### src/rtl/fetch_unit.sv
// fetch_unit: instruction fetch front end.
// Issues word-aligned requests to instruction memory and buffers the returned
// words in a small prefetch queue whose head feeds the IF/ID register. A low
// 'valid' from EX squashes the queue and redirects fetch to 'target'; a
// response that was already in flight at that moment is waited for and dropped.
// Build option: define FETCH_PREFETCH_EN for a two-entry queue, so the next
// fetch can overlap a held instruction. Without it the queue holds one entry.

package fetch_pkg;
    typedef struct packed {
        logic [31:0] ia_plus_4;
        logic [31:0] ir;
    } id_params_t;
endpackage

module fetch_unit
    import fetch_pkg::*;
#(
    parameter logic [31:0] RESET_VECTOR = 32'h0000_0000
) (
    input  logic        clk,
    input  logic        rst_n,
    output logic        imem_req,
    output logic [31:0] imem_addr,
    input  logic        imem_ack,
    input  logic [31:0] imem_rdata,
    input  logic        valid,
    input  logic [31:0] target,
    input  logic        stall,
    output id_params_t  id_params_out,
    output logic        id_valid
);

`ifdef FETCH_PREFETCH_EN
    localparam int DEPTH = 2;
`else
    localparam int DEPTH = 1;
`endif
    localparam int CNT_W = $clog2(DEPTH + 1);

    typedef enum logic [1:0] {
        ST_IDLE,     // no request outstanding
        ST_REQ,      // request outstanding, response will be kept
        ST_DISCARD   // request outstanding, response will be dropped
    } state_t;

    state_t           r_state;
    state_t           w_state_next;
    logic [31:0]      r_pc;
    logic [31:0]      r_disc_addr;
    logic [CNT_W-1:0] r_count;
    logic [CNT_W-1:0] w_count_next;
    logic [CNT_W-1:0] w_wr_idx;
    id_params_t       r_queue [DEPTH];

    logic        w_push;
    logic        w_pop;
    logic        w_flush;
    logic [31:0] w_pc_plus_4;
    logic [31:0] w_target_aligned;

    assign w_pc_plus_4      = r_pc + 32'd4;
    assign w_target_aligned = target & 32'hFFFF_FFFC;

    // A squash from EX overrides everything else in the cycle.
    assign w_flush  = ~valid;
    assign id_valid = (r_count != '0);
    assign w_pop    = id_valid & ~stall & valid;
    assign w_push   = (r_state == ST_REQ) & imem_ack & valid;
    // Pushes land behind whatever survives this cycle's pop.
    assign w_wr_idx = r_count - CNT_W'(w_pop);

    // The request address is held at the squashed pc while discarding so the
    // memory sees a stable transaction until it acknowledges.
    assign imem_req      = (r_state != ST_IDLE);
    assign imem_addr     = (r_state == ST_DISCARD) ? r_disc_addr : r_pc;
    assign id_params_out = id_valid ? r_queue[0] : '0;

    // Queue occupancy after this cycle's squash, push and pop.
    // NOTE: every always_comb output gets a default first so no path can infer a latch.
    always_comb begin
        w_count_next = r_count;
        if (w_flush) begin
            w_count_next = '0;
        end else if (w_push && !w_pop) begin
            w_count_next = r_count + CNT_W'(1);
        end else if (!w_push && w_pop) begin
            w_count_next = r_count - CNT_W'(1);
        end
    end

    // Fetch state transitions.
    always_comb begin
        w_state_next = r_state;
        case (r_state)
            ST_IDLE: begin
                if (valid && (r_count < CNT_W'(DEPTH))) begin
                    w_state_next = ST_REQ;
                end
            end
            ST_REQ: begin
                if (!valid) begin
                    w_state_next = imem_ack ? ST_REQ : ST_DISCARD;
                end else if (imem_ack) begin
                    w_state_next = (w_count_next < CNT_W'(DEPTH)) ? ST_REQ : ST_IDLE;
                end
            end
            ST_DISCARD: begin
                if (imem_ack) begin
                    w_state_next = ST_REQ;
                end
            end
            default: w_state_next = ST_IDLE;
        endcase
    end

    // State, pc, occupancy and the held address of a squashed request.
    // NOTE: sequential state uses non-blocking assignments so every register samples pre-edge values.
    always_ff @(posedge clk or negedge rst_n) begin
        if (!rst_n) begin
            r_state     <= ST_IDLE;
            r_pc        <= RESET_VECTOR & 32'hFFFF_FFFC;
            r_disc_addr <= '0;
            r_count     <= '0;
        end else begin
            r_state <= w_state_next;
            r_count <= w_count_next;
            if (w_flush) begin
                r_pc <= w_target_aligned;
            end else if (w_push) begin
                r_pc <= w_pc_plus_4;
            end
            if ((r_state == ST_REQ) && w_flush && !imem_ack) begin
                r_disc_addr <= r_pc;
            end
        end
    end

    // Queue storage: shift toward the head on pop, write the new entry behind.
    // NOTE: queue storage is not reset; r_count gates it, so stale contents are never visible.
    always_ff @(posedge clk) begin
        if (w_pop) begin
            for (int i = 0; i < DEPTH - 1; i++) begin
                r_queue[i] <= r_queue[i + 1];
            end
        end
        if (w_push) begin
            for (int i = 0; i < DEPTH; i++) begin
                if (CNT_W'(i) == w_wr_idx) begin
                    r_queue[i] <= '{ia_plus_4: w_pc_plus_4, ir: imem_rdata};
                end
            end
        end
    end

endmodule
### config.mk
export PLATFORM = sky130hd
export DESIGN_NAME = fetch_unit
export DESIGN_NICKNAME = d
export VERILOG_FILES = /design/src/rtl/fetch_unit.sv
export SDC_FILE = /design/constraint.sdc
export NUM_CORES = 1
export LEC_CHECK = 0
export CORE_ASPECT_RATIO = 0.75
export CORE_UTILIZATION = 40
export CTS_BUF_LIST = sky130_fd_sc_hd__clkbuf_16
export DETAILED_ROUTE_END_ITERATION = 7
export HOLD_SLACK_MARGIN = 0.08
export PLACE_DENSITY = 0.75
export SLEW_MARGIN = 10
export SYNTH_ARGS = -nofsm -noshare
export SYNTH_HDL_FRONTEND = slang
export SYNTH_SLANG_ARGS = --single-unit
### constraint.sdc
create_clock -name clk -period 9 [get_ports clk]
set_input_delay 2.7 -clock clk [delete_from_list [all_inputs] [get_ports clk]]
set_output_delay 2.7 -clock clk [all_outputs]
set_load 0.1 [all_outputs]
==> results.py <==
metrics = {
    "status": {
        "run_status": "finished clean",
    },
    "worst_setup_path": {
        "critPathLaunchType": "flip-flop",
        "slowest_stage": "clkdlybuf4s50_1",
        "end_kind": "primary output",
        "reg2reg_from": "r_pc[6]",
        "max_stage_delay_ns": 1.19,
        "rrSetupSlack_ns": 6.66,
        "startpoint": "r_state[1]",
        "worstReg2RegEnd": "r_pc[27]",
        "ff2ff_path_depth": 4,
        "cp.arrival_ns": 3.17,
        "required_ns": 6.30,
        "worstSetupPathType": "flip-flop to primary output",
        "cp_cell_sequence": "nor2b_2 -> buf_4 -> nand2_1 -> o21ai_0 -> clkdlybuf4s50_1",
        "worstPathMaxFanout": 28,
    },
    "finish": {
        "diodes": 0,
        "drive_above_1_share_pct": 14.4,
        "fin_util_pct": 56.8,
        "fillCellCount": 1210,
        "nets": 750,
        "layout_commonest_cell": "clkdlybuf4s50_1",
        "final_cell_mix": "158 x clkdlybuf4s50_1, 63 x and2_1, 63 x dfrtp_1, 62 x edfxtp_1, 55 x mux2_2",
        "area_growth_pct": 36.0,
    },
    "sta": {
        "worst_slack_ns": 3.13,
        "final_max_slew_viol_count": 0,
        "hold_viol_final": 0,
        "hold_slack_ns": 0.499,
        "fin_crit_sh_pct": 65.3,
        "worstMarginPinSlew_ns": 1.03,
        "period_minus_slack_ns": 5.87,
        "rsz0062_at_grt": "false",
        "fmax_mhz": 170,
        "final.setup.tns_ns": 0,
        "setup_viol": 0,
        "slew_headroom_pct": 30.9,
        "skew_ns": 0.0140,
    },
    "die": {
        "io_pins": 167,
        "die_w_um": 146,
        "fp.dieH_um": 110,
        "dieArea_um2": 16000,
        "fp.coreArea_um2": 14800,
        "start_util_pct": 41.8,
        "rows": 38,
    },
    "flow_run": {
        "maxCapViolCount": 0,
    },
    "placement": {
        "hpwl_mm": 10.5,
        "post-place-ws_ns": 3.63,
        "place.gp.congestion": 0.836,
        "io_buffers": 160,
    },
    "global_route": {
        "grt_pass1_wl_mm": 24.3,
        "grt_pass1_vias": 4495,
        "grt_use_total_pct": 20.3,
        "overflow": 0,
        "antenna_found_initial": 0,
        "grt_max_degree": 68,
    },
    "power_and_ir_drop": {
        "powerDensity_nw_per_um2": 288,
        "leakagePower_nw": 3.01,
        "ir_drop_v": 0.000157,
    },
    "synthesis": {
        "ys_top_cells_by_area": "edfxtp_1 30%, dfrtp_1 26%, mux2_2 10%, and2_1 6.4%, xor2_1 2.8%",
        "synth-edff-count": 62,
        "yosysTopAreaCell": "edfxtp_1",
        "async_reset_ff_share_pct": 50.4,
        "synth_ff_type": "dfrtp_1",
        "synth-seq-cells": 125,
        "ys_types": 42,
        "synth_top_area_share_pct": 30.1,
        "syn_area_um2": 6180,
        "syn_avg_cell_area_um2": 11.4,
        "ys_warn_count": 0,
        "seq_area_frac_synth_pct": 55.7,
        "syn_inst": 542,
    },
    "routing": {
        "routed_via_density": 5.18,
        "wire_per_inst_um": 17.1,
        "final_antenna_net_count": 0,
        "wl_mm": 15.2,
        "drt_pre_antenna_iters": 4,
        "drt_iter0_drc": 437,
        "drt_drc_violations_left": 0,
        "vias": 4624,
    },
    "min_path": {
        "worstHoldEndpoint": "r_disc_addr[30]",
        "worstHoldPathType": "flip-flop to flip-flop",
        "min_from": "r_disc_addr[30]",
        "hold_depth": 1,
    },
    "cts": {
        "cts_tree": "built",
        "cts_root_buf": "clkbuf_16",
        "post_cts_buffers": 0,
        "clock_latency_ns": 0.42,
        "post_cts_resized": 0,
        "cts_max_level": 4,
        "clk_pin_slew_ns": 0.06,
        "cts.sinks": 125,
        "cts_hold_buf": 0,
        "cts_buffers": 17,
        "clockBufferDepth": 2,
    },
}
[report_power, final]
group          switching (mW)  internal (mW)
sequential             0.0770          0.728
clock                   0.257          0.377
combinational           0.702          0.280
total                    1.04           1.38
[area by class of cell]
type                    count  area, um2  area share, %
inverters                   7       26.3          0.313
clock inverters            15        125           1.49
multi-input cells         362       2500           29.7
well taps                 200        250           2.98
repair buffers            167       1640           19.6
clock buffers              17        425           5.06
flip-flops and latches    125       3440           40.9
[cell usage after synthesis (11+ instances only)]
master     n
nand2_1   21
nor3_1    16
xnor2_1   18
mux2_2    55
edfxtp_1  62
or4_1     13
xor2_1    20
o31ai_1   13
clkbuf_1  31
dfrtp_1   63
o21ai_0   11
nor2_1    41
a31oi_1   20
and2_1    63
nand3_1   14
[metrics by stage]
step / total power, mW / instance area [um2] / std cells
detailed placement: 1.80 / 7860 / 861
finish: 2.42 / 8410 / 893
floorplan: 1.56 / 6190 / 545
global route: 2.52 / 8410 / 893
CTS: 2.44 / 8410 / 893
global placement: 1.78 / 7860 / 861
[sequential cells by signal (all words and copies together) (netlist names)]
| name | count |
|---|---|
| r_queue | 62 |
| id_valid | 1 |
| r_pc | 30 |
| r_state | 2 |
| r_disc_addr | 30 |
[worst max-delay path: cells and delay by family (launching register included)]
kind	cells	cell delay (ns)
buffers and inverters	2	1.62
and+or+nand+nor	2	0.56
DFF	1	0.41
AOI/OAI and AO/OA	1	0.12
[logic make-up after synthesis]
group           Yosys count  synth area share (%)
simple gates            206                  18.6
other cells               1                0.0607
buf+inv                  58                  4.27
flops                   125                  55.7
xor+xnor                 38                  5.39
fa+ha+maj                 1                 0.202
mux                      55                  10.0
compound gates           58                  5.85
[worst max path at each step]
stage	end	cells after the start	slack (ns)
4_1_cts	imem_addr[14]	5	3.14
3_5_place_dp	imem_addr[12]	4	3.63
6_report	imem_addr[14]	5	3.13
5_1_grt	imem_addr[14]	5	2.98
3_3_place_gp	imem_addr[14]	5	3.66
2_1_floorplan	imem_addr[14]	4	3.25
[metal layers]
| metal | share of wire [%] | up-vias | track usage [%] | wire length, um |
|---|---|---|---|---|
| met1 | 49 | 2213 | 29.2 | 7530 |
| li1 | - | 2202 | - | - |
| met2 | 43 | 194 | 28.8 | 6500 |
| met5 | 0 | - | 0 | 0 |
| met3 | 6.9 | 15 | 5.52 | 1050 |
| met4 | 1.0 | 0 | 7.89 | 159 |
(Power assumes the default switching activity.)
